--- src/rtl/noc_pkg.sv ---
// Shared NoC definitions: default flit geometry, LFSR polynomial, traffic-generator
// FSM states and flit field extraction helpers.
package noc_pkg;

  localparam int unsigned DATA_W_DEF = 32;
  localparam int unsigned DEST_W_DEF = 8;
  localparam logic [15:0] LFSR_POLY  = 16'hB400;

  typedef enum logic [1:0] {
    ST_IDLE,
    ST_SEND,
    ST_GAP,
    ST_DONE
  } tg_state_e;

  function automatic logic [DEST_W_DEF-1:0] pkt_dest(input logic [DATA_W_DEF-1:0] flit);
    return flit[DATA_W_DEF-1 -: DEST_W_DEF];
  endfunction

  function automatic logic [DATA_W_DEF-DEST_W_DEF-1:0] pkt_payload(input logic [DATA_W_DEF-1:0] flit);
    return flit[DATA_W_DEF-DEST_W_DEF-1:0];
  endfunction

endpackage

--- src/rtl/pe_traffic_gen_lfsr16.sv ---
// 16-bit right-shifting Galois LFSR; loads SEED on reset and advances when step is high.
module lfsr16
  import noc_pkg::*;
#(
  parameter logic [15:0] SEED = 16'h0001
) (
  input  logic        clk,
  input  logic        rst_n,
  input  logic        step,
  output logic [15:0] state,
  output logic [15:0] state_nxt
);

  logic [15:0] lfsr_q;
  logic [15:0] lfsr_d;

  // state_nxt is the unconditional successor so callers can pre-compute the next packet
  assign state_nxt = lfsr_q[0] ? ((lfsr_q >> 1) ^ LFSR_POLY) : (lfsr_q >> 1);

  always_comb begin
    lfsr_d = lfsr_q;
    if (step) begin
      lfsr_d = state_nxt;
    end
  end

  always_ff @(posedge clk or negedge rst_n) begin
    if (!rst_n) begin
      lfsr_q <= SEED;
    end else begin
      lfsr_q <= lfsr_d;
    end
  end

  assign state = lfsr_q;

endmodule

--- src/rtl/pe_traffic_gen.sv ---
// NoC processing-element traffic generator (LFSR-addressed packet injector) and
// always-ready sink with receive / misroute counters.
module pe_traffic_gen
  import noc_pkg::*;
#(
  parameter int unsigned ADDRESS   = 0,
  parameter int unsigned NUM_PE    = 16,
  parameter int unsigned DATA_W    = DATA_W_DEF,
  parameter int unsigned DEST_W    = DEST_W_DEF,
  parameter int unsigned PKT_LIMIT = 100,
  parameter int unsigned INJ_GAP   = 0,
  parameter bit          SKIP_SELF = 1'b0,
  parameter logic [15:0] SEED      = 16'hACE1
) (
  input  logic              clk,
  input  logic              rst,
  input  logic              i_start,
  input  logic [DATA_W-1:0] i_data,
  input  logic              i_data_valid,
  output logic              o_data_ready,
  output logic [DATA_W-1:0] o_data,
  output logic              o_data_valid,
  input  logic              i_data_ready,
  output logic              o_done,
  output logic [31:0]       o_tx_count,
  output logic [31:0]       o_rx_count,
  output logic [31:0]       o_rx_err_count
);

  localparam int unsigned NODE_W   = $clog2(NUM_PE);
  localparam int unsigned PAY_W    = DATA_W - DEST_W;
  localparam logic [15:0] SEED_X   = SEED ^ 16'(ADDRESS);
  localparam logic [15:0] SEED_EFF = (SEED_X == 16'h0000) ? 16'h0001 : SEED_X;
  localparam logic [31:0] PAY_BASE = 32'(PKT_LIMIT * ADDRESS);

  tg_state_e         state_q, state_d;
  logic [31:0]       tx_q, tx_d;
  logic [31:0]       seq_q, seq_d;
  logic [31:0]       gap_q, gap_d;
  logic [DATA_W-1:0] data_q, data_d;
  logic [31:0]       rx_q, rx_d;
  logic [31:0]       err_q, err_d;
  logic              lfsr_step;
  logic [15:0]       lfsr_cur;
  logic [15:0]       lfsr_nxt;
  logic              unused_payload;

  lfsr16 #(
    .SEED (SEED_EFF)
  ) u_lfsr (
    .clk       (clk),
    .rst_n     (rst),
    .step      (lfsr_step),
    .state     (lfsr_cur),
    .state_nxt (lfsr_nxt)
  );

  function automatic logic [DATA_W-1:0] build_flit(input logic [15:0] lfsr, input logic [31:0] seq);
    logic [DEST_W-1:0] dest;
    logic [31:0]       pay;
    dest = DEST_W'(lfsr[NODE_W-1:0]);
    if (SKIP_SELF && (dest == DEST_W'(ADDRESS))) begin
      dest[0] = ~dest[0];
    end
    pay = PAY_BASE + seq;
    return {dest, PAY_W'(pay)};
  endfunction

  // o_data is reloaded with the following packet at every transfer, so it is already
  // correct when a GAP ends; a restart rebuilds it because seq returns to zero.
  always_comb begin
    state_d   = state_q;
    tx_d      = tx_q;
    seq_d     = seq_q;
    gap_d     = gap_q;
    data_d    = data_q;
    lfsr_step = 1'b0;
    case (state_q)
      ST_IDLE, ST_DONE: begin
        if (i_start) begin
          tx_d  = '0;
          seq_d = '0;
          if (PKT_LIMIT == 0) begin
            state_d = ST_DONE;
          end else begin
            state_d = ST_SEND;
            data_d  = build_flit(lfsr_cur, '0);
          end
        end
      end
      ST_SEND: begin
        if (i_data_ready) begin
          tx_d      = tx_q + 32'd1;
          seq_d     = seq_q + 32'd1;
          lfsr_step = 1'b1;
          data_d    = build_flit(lfsr_nxt, seq_q + 32'd1);
          if (tx_q + 32'd1 == 32'(PKT_LIMIT)) begin
            state_d = ST_DONE;
          end else if (INJ_GAP > 0) begin
            state_d = ST_GAP;
            gap_d   = '0;
          end
        end
      end
      ST_GAP: begin
        if (gap_q == 32'(INJ_GAP - 1)) begin
          state_d = ST_SEND;
        end else begin
          gap_d = gap_q + 32'd1;
        end
      end
      default: state_d = ST_IDLE;
    endcase
  end

  always_comb begin
    rx_d  = rx_q;
    err_d = err_q;
    if (i_data_valid) begin
      rx_d = rx_q + 32'd1;
      if (i_data[DATA_W-1 -: DEST_W] != DEST_W'(ADDRESS)) begin
        err_d = err_q + 32'd1;
      end
    end
  end

  always_ff @(posedge clk or negedge rst) begin
    if (!rst) begin
      state_q <= ST_IDLE;
      tx_q    <= '0;
      seq_q   <= '0;
      gap_q   <= '0;
      data_q  <= '0;
      rx_q    <= '0;
      err_q   <= '0;
    end else begin
      state_q <= state_d;
      tx_q    <= tx_d;
      seq_q   <= seq_d;
      gap_q   <= gap_d;
      data_q  <= data_d;
      rx_q    <= rx_d;
      err_q   <= err_d;
    end
  end

  assign unused_payload = ^i_data[PAY_W-1:0];

  assign o_data_ready   = 1'b1;
  assign o_data         = data_q;
  assign o_data_valid   = (state_q == ST_SEND);
  assign o_done         = (state_q == ST_DONE);
  assign o_tx_count     = tx_q;
  assign o_rx_count     = rx_q;
  assign o_rx_err_count = err_q;

endmodule

--- config.mk ---
export PLATFORM = sky130hd
export DESIGN_NAME = pe_traffic_gen
export DESIGN_NICKNAME = d
export VERILOG_FILES = /design/src/rtl/noc_pkg.sv /design/src/rtl/pe_traffic_gen_lfsr16.sv /design/src/rtl/pe_traffic_gen.sv
export SDC_FILE = /design/constraint.sdc
export NUM_CORES = 1
export LEC_CHECK = 0
export BUFFER_PORTS_ARGS = -buffer_cell sky130_fd_sc_hd__buf_4
export CORE_MARGIN = 5
export CORE_UTILIZATION = 30
export DETAILED_ROUTE_END_ITERATION = 10
export PLACE_DENSITY = 0.47
export SYNTH_ARGS = -nofsm -noshare
export SYNTH_HDL_FRONTEND = slang
export SYNTH_SLANG_ARGS = --single-unit
--- constraint.sdc ---
create_clock -name clk -period 2.9 [get_ports clk]
set_clock_uncertainty 0.2 [all_clocks]
set_input_delay 0.29 -clock clk [delete_from_list [all_inputs] [get_ports clk]]
set_output_delay 0.29 -clock clk [all_outputs]
set_load 0.05 [all_outputs]
==> metrics.yaml, run 1 <==
initialDrtViolationCount: 336
synthCells: 856
maxCapViolations: 0
synth_area_leaders: "dfrtp_1 (49%), xnor2_1 (7.0%), xor2_1 (5.1%)"
die_w_um: 179
finalHoldViolations: 0
final_core_util_pct: 39.5
ys_ff_latch: 174
synth_largest_area_cell: "dfrtp_1"
worst-path-buf-inv: 0
post_cts_buffers: 0
die_h_um: 179
power_frac_seq_pct: 42.3
clk_pin_slew_ps: 80
track_usage_pct: 13.7
yosys-top-cells-count: "dfrtp_1 (166), nand2_1 (100), nor2_1 (69), xnor2_1 (68), nand3_1 (56)"
min_period_ps: 2790
syn_area_mm2: 0.00854
worst_slack_ps: 106
synth-main-ff-cell: "dfrtp_1"
rows: 61
grt_max_degree: 102
cellPowerDensity_mw_per_mm2: 602
synthArstFlopShare_pct: 100
h-tree-depth: 4
synth_cell_types: 51
end_kind: "register"
tightest_slew_ps: 581
dieArea_mm2: 0.0320
placement.io_buffers: 138
finalWeightedCongestion: 0.783
internal_power_w: 0.00436
max-slew-margin-rel_pct: 61.3
crit_arrival_ps: 2950
cts_buffers: 17
clockPowerShare_pct: 36.7
via_count: 6757
overflow: 0
nets: 1083
ir_worst_vdd_mv: 0.569
diodes: 0
status: "complete, no violations"
comb_power_share_pct: 21.0
p_switching_w: 0.00228
crit_family: "simple AND/OR/NAND/NOR gates"
switching_share_pct: 34.4
first_global_vias: 6644
min_period_over_period_pct: 96.3
route.detailed.drc: 0
yosysWarnings: 0
wire_per_inst_um: 15.1
clock.fmax_mhz: 358
cts_tree: "built"
via_per_inst: 4.73
grt_pass1_wl_um: 35500
yosys.area.top_type_share_pct: 48.6
hold_path_class: "input pin to register"
grt_setup_unrepaired: "false"
synth.most_common_cell: "dfrtp_1"
criticalPathCategory: "register to register"
synth-edff-count: 0
slowest_stage: "or4_1"
syn_area_per_cell_um2: 9.98
cts-root-buf: "clkbuf_16"
start_kind: "register"
initial_core_util_pct: 30.6
clock_latency_ps: 430
dp_hpwl_um: 15200
setup_violations: 0
leakage_nw: 5.15
ant_nets: 0
crit_path_cell_trace: "ha_4 -> nand3_2 -> or4_1 -> or4b_1 -> a211o_1 -> o41ai_1 -> nand4_1 -> a21oi_2"
drtPass1Iterations: 6
core_mm2: 0.0279
pre_cts_ws_ps: 105
cp_max_fo: 4
slew_violations: 0
drive_above_1_share_pct: 26.2
routed_wl_um: 21600
area_delta_synth_final_pct: 29.1
antenna_found_initial: 0
clock_sinks: 174
ys_seq_area_share_pct: 51.1
pin_count: 168
crit_required_ps: 3060
slowest_delay_ps: 580
clockBufferDepth: 2
## final cells by class
type | count | area [um^2]
repair buffers | 196 | 1510
multi-input cells | 635 | 4000
fillers | 2800 | 16900
clock inverters | 15 | 195
flip-flops and latches | 174 | 4380
well taps | 378 | 473
inverters | 13 | 48.8
clock buffers | 17 | 425
## sequential cells by signal, indices dropped and copies added (netlist names)
register        flops
gap_q              32
o_rx_count         32
o_rx_err_count     32
o_tx_count         32
seq_q              24
u_lfsr.state       16
o_data              4
state_q             2
## worst register-to-register path: stages, from the launching register on
cell and delay (ps):
dfrtp_4 440, ha_4 150, nand3_2 90, or4_1 580, or4b_1 530, a211o_1 300, o41ai_1 60, nand4_1 220
a21oi_2 160
## per-layer routing
metal | up-vias | wire, um | track usage (%)
li1 | 3360 | - | -
met1 | 3278 | 10100 | 18.7
met2 | 107 | 10100 | 21.8
met3 | 12 | 1120 | 3.61
met4 | 0 | 193 | 3.65
met5 | - | 0 | 0
## timing repair
item,in CTS,in global routing
endpoints found under the setup margin,0,2
hold buffers,2,0
hold endpoints to repair,177,0
resized for setup,0,3
## metrics by stage
step | hold slack [ps] | setup TNS (ps) | cell area, um^2 | std cells | power (W)
floorplan | -206 | -40.8 | 8590 | 859 | 0.00374
global placement | 157 | 0 | 10400 | 1394 | 0.00426
detailed placement | 152 | 0 | 10400 | 1394 | 0.00427
CTS | 188 | 0 | 11000 | 1428 | 0.00675
global route | 239 | 0 | 11000 | 1428 | 0.00697
finish | 206 | 0 | 11000 | 1428 | 0.00664
## kinds of logic after synthesis
logic type,count (synthesis),share of synthesized area (%)
xor gates and xnor gates,118,12.1
AOI/OAI and AO/OA,110,7.94
buffers and inverters,50,2.62
and+or+nand+nor,369,21.8
DFF,174,51.1
muxes,24,3.05
other,2,0.0879
adders and majority gates,9,1.32
## path summary, 6_finish.rpt
path | startpoint | end | slack, ps | depth (start not counted)
worst max-delay path | o_tx_count[0] | state_q[1] | 110 | 8
worst min register to register | gap_q[28] | gap_q[28] | 260 | 1
worst min-delay path | i_data[30] | o_rx_err_count[3] | 210 | 4
min in group asynchronous | rst | u_lfsr.state[9] | 240 | 3
worst max register to register | o_tx_count[0] | state_q[1] | 110 | 8
max in group asynchronous | rst | o_rx_count[23] | 1780 | 3
## power by group through the flow
stage	Clock (W)	Combinational, W	Sequential [W]
2_1_floorplan	0	0.000355	0.00338
3_3_place_gp	0	0.00140	0.00286
3_5_place_dp	0	0.00140	0.00286
4_1_cts	0.00253	0.00141	0.00282
5_1_grt	0.00262	0.00149	0.00285
6_report	0.00244	0.00139	0.00281
## cell usage in the layout (no fill, tap or decap), types with 7 or more instances in the layout
cell       synthesis  final
clkbuf_16          0     17
o31ai_1           10     10
mux2_2            16     16
nand2b_1           7      7
inv_1             13     13
buf_4              8    191
and2_1             7      7
o41ai_1            7      7
mux2i_1            8      8
nand2_1          100    100
a31oi_1            8      8
o21ai_0           49     49
dfstp_2            8      8
dfrtp_1          166    155
and3_1            29     29
nor3_1            20     19
nor4_1            17     16
a21oi_1           15     14
nor2_1            69     69
xnor2_1           68     68
xor2_1            50     50
nand3_1           56     56
dfrtp_2            0     10
nand4_1           32     32
ha_1               9      7
Power figures use the tool's default switching activity.
==> run 2, diff against run 1 <==
PLACE_DENSITY = 0.46   (was 0.47)
clock period = 3.2 ns   (was 2.9 ns; I/O delays follow)
==> run 2 against run 1 <==
  * Critical path depth stayed put
  * Maximum frequency is 4.7% lower
  * Sequential cell count stayed put
  * Critical path type unchanged
  * Combinational power is 12% lower
  * Register-to-register slack better by 160 ps
  * Worst hold slack better by 8.7 ps
==> metrics.yaml, run 2 (synthesized netlist as in run 1, its figures left out) <==
core_mm2: 0.0279
cts_tree: "built"
p_switching_w: 0.00208
tightest_slew_ps: 613
antenna_found_initial: 0
finalHoldViolations: 0
layout_common_cells: "buf_4 (172), dfrtp_1 (164), nand2_1 (100)"
clock.fmax_mhz: 341
drtPass1Iterations: 5
die_h_um: 179
r2r-end: "state_q[1]"
tns_ps: 0
finalWeightedCongestion: 0.764
dp_hpwl_um: 15400
overflow: 0
setup_violations: 0
slowest_stage: "or4_1"
switching_share_pct: 35.5
dp_cells: 1374
max-slew-margin-rel_pct: 59.1
final_core_util_pct: 38.6
routed_wl_um: 21600
dpl_cell_area_mm2: 0.0102
slowest_delay_ps: 580
power_frac_seq_pct: 43.9
via_count: 6719
rrSetupSlack_ps: 270
min_period_ps: 2930
grt_pass1_wl_um: 35400
worst-path-buf-inv: 0
dieArea_mm2: 0.0320
post_cts_buffers: 0
drive_above_1_share_pct: 23.3
crit_required_ps: 3360
grt_setup_unrepaired: "false"
wire_per_inst_um: 15.4
via_per_inst: 4.77
min_period_over_period_pct: 91.6
route.detailed.drc: 0
leakage_nw: 5.04
ant_nets: 0
criticalPathCategory: "register to register"
final_common_cell: "buf_4"
first_global_vias: 6581
ir_worst_vdd_mv: 0.616
clock_latency_ps: 440
internal_power_w: 0.00377
start_kind: "register"
hold_path_class: "input pin to async pin"
cts_hold_buf: 2
cellPowerDensity_mw_per_mm2: 542
initialDrtViolationCount: 347
status: "complete, no violations"
multi_input_area_mm2: 0.00397
track_usage_pct: 13.8
clock_sinks: 174
regArea_mm2: 0.00437
stdcell_count: 1408
crit_arrival_ps: 3090
nets: 1063
initial_core_util_pct: 30.6
h-tree-depth: 4
grt_max_degree: 62
die_w_um: 179
crit_path_cell_trace: "ha_1 -> nand3_2 -> or4_1 -> or4b_1 -> a211o_1 -> o41ai_1 -> nand4_1 -> a21oi_1"
n_fill_cell: 2896
comb_power_share_pct: 20.9
clockBufferDepth: 2
crit_family: "simple AND/OR/NAND/NOR gates"
slew_violations: 0
cts-root-buf: "clkbuf_16"
cts_buffers: 17
clk_pin_slew_ps: 80
area_delta_synth_final_pct: 26.2
reg2reg_depth: 8
clockPowerShare_pct: 35.2
cts_resized: 0
placement.io_buffers: 138
end_kind: "register"
pin_count: 168
cp_max_fo: 10
rows: 61
maxCapViolations: 0
diodes: 0
finalInstanceArea_mm2: 0.0108
r2r-start: "o_tx_count[0]"
==> run 2: changes by cell type in the layout (fill, tap and decap cells not counted), moves of 2 or more <==
| cell | before | now |
|---|---|---|
| clkinv_4 | 1 | 5 |
| inv_6 | 6 | 3 |
| dfrtp_1 | 155 | 164 |
| bufinv_16 | 2 | 0 |
| dfrtp_2 | 10 | 2 |
| ha_1 | 7 | 9 |
| buf_4 | 191 | 172 |
==> run 2: layout make-up <==
class | instances | area share, %
Sequential cell | 174 | 40.5
Multi-Input combinational cell | 635 | 36.8
Timing Repair Buffer | 176 | 12.5
Tap cell | 378 | 4.39
Clock buffer | 18 | 3.98
Clock inverter | 14 | 1.37
Inverter | 13 | 0.453
==> run 2: worst reg2reg max path: stages, from the launching register on <==
cell,delay (ps)
dfrtp_2,460
ha_1,240
nand3_2,100
or4_1,580
or4b_1,520
a211o_1,300
o41ai_1,80
nand4_1,200
a21oi_1,170
==> run 2: power by group through the flow <==
| stage | combinational, W | clock (W) | sequential, W |
|---|---|---|---|
| after floorplan | 0.000318 | 0 | 0.00306 |
| after global placement | 0.00123 | 0 | 0.00260 |
| after detailed placement | 0.00124 | 0 | 0.00260 |
| after CTS | 0.00124 | 0.00215 | 0.00256 |
| after global routing | 0.00131 | 0.00222 | 0.00259 |
| final | 0.00122 | 0.00206 | 0.00256 |
==> run 2: layer usage <==
layer / GRT usage [%] / routed length (um) / vias up
met2: 21.1 / 9680 / 138
met1: 19.2 / 10400 / 3233
met3: 4.24 / 1290 / 15
met4: 3.55 / 227 / 0
li1: - / - / 3333
met5: 0 / 0 / -
==> run 2: worst max-delay path by stage <==
stage	from	to	slack, ps	cells past startpoint
6_report	o_tx_count[0]	state_q[1]	270	8
5_1_grt	state_q[0]	seq_q[19]	80	10
4_1_cts	o_tx_count[0]	state_q[1]	250	8
3_5_place_dp	o_tx_count[0]	state_q[1]	270	8
3_3_place_gp	state_q[0]	seq_q[20]	280	9
2_1_floorplan	o_tx_count[11]	state_q[1]	130	9
==> run 2: through the flow <==
step                      hold slack [ps]  power, W  worst slack (ps)
after CTS                             196   0.00595               246
final                                 215   0.00584               268
after global placement                166   0.00383               280
after floorplan                      -176   0.00338               132
after detailed placement              161   0.00384               273
after global routing                  257   0.00613              76.8
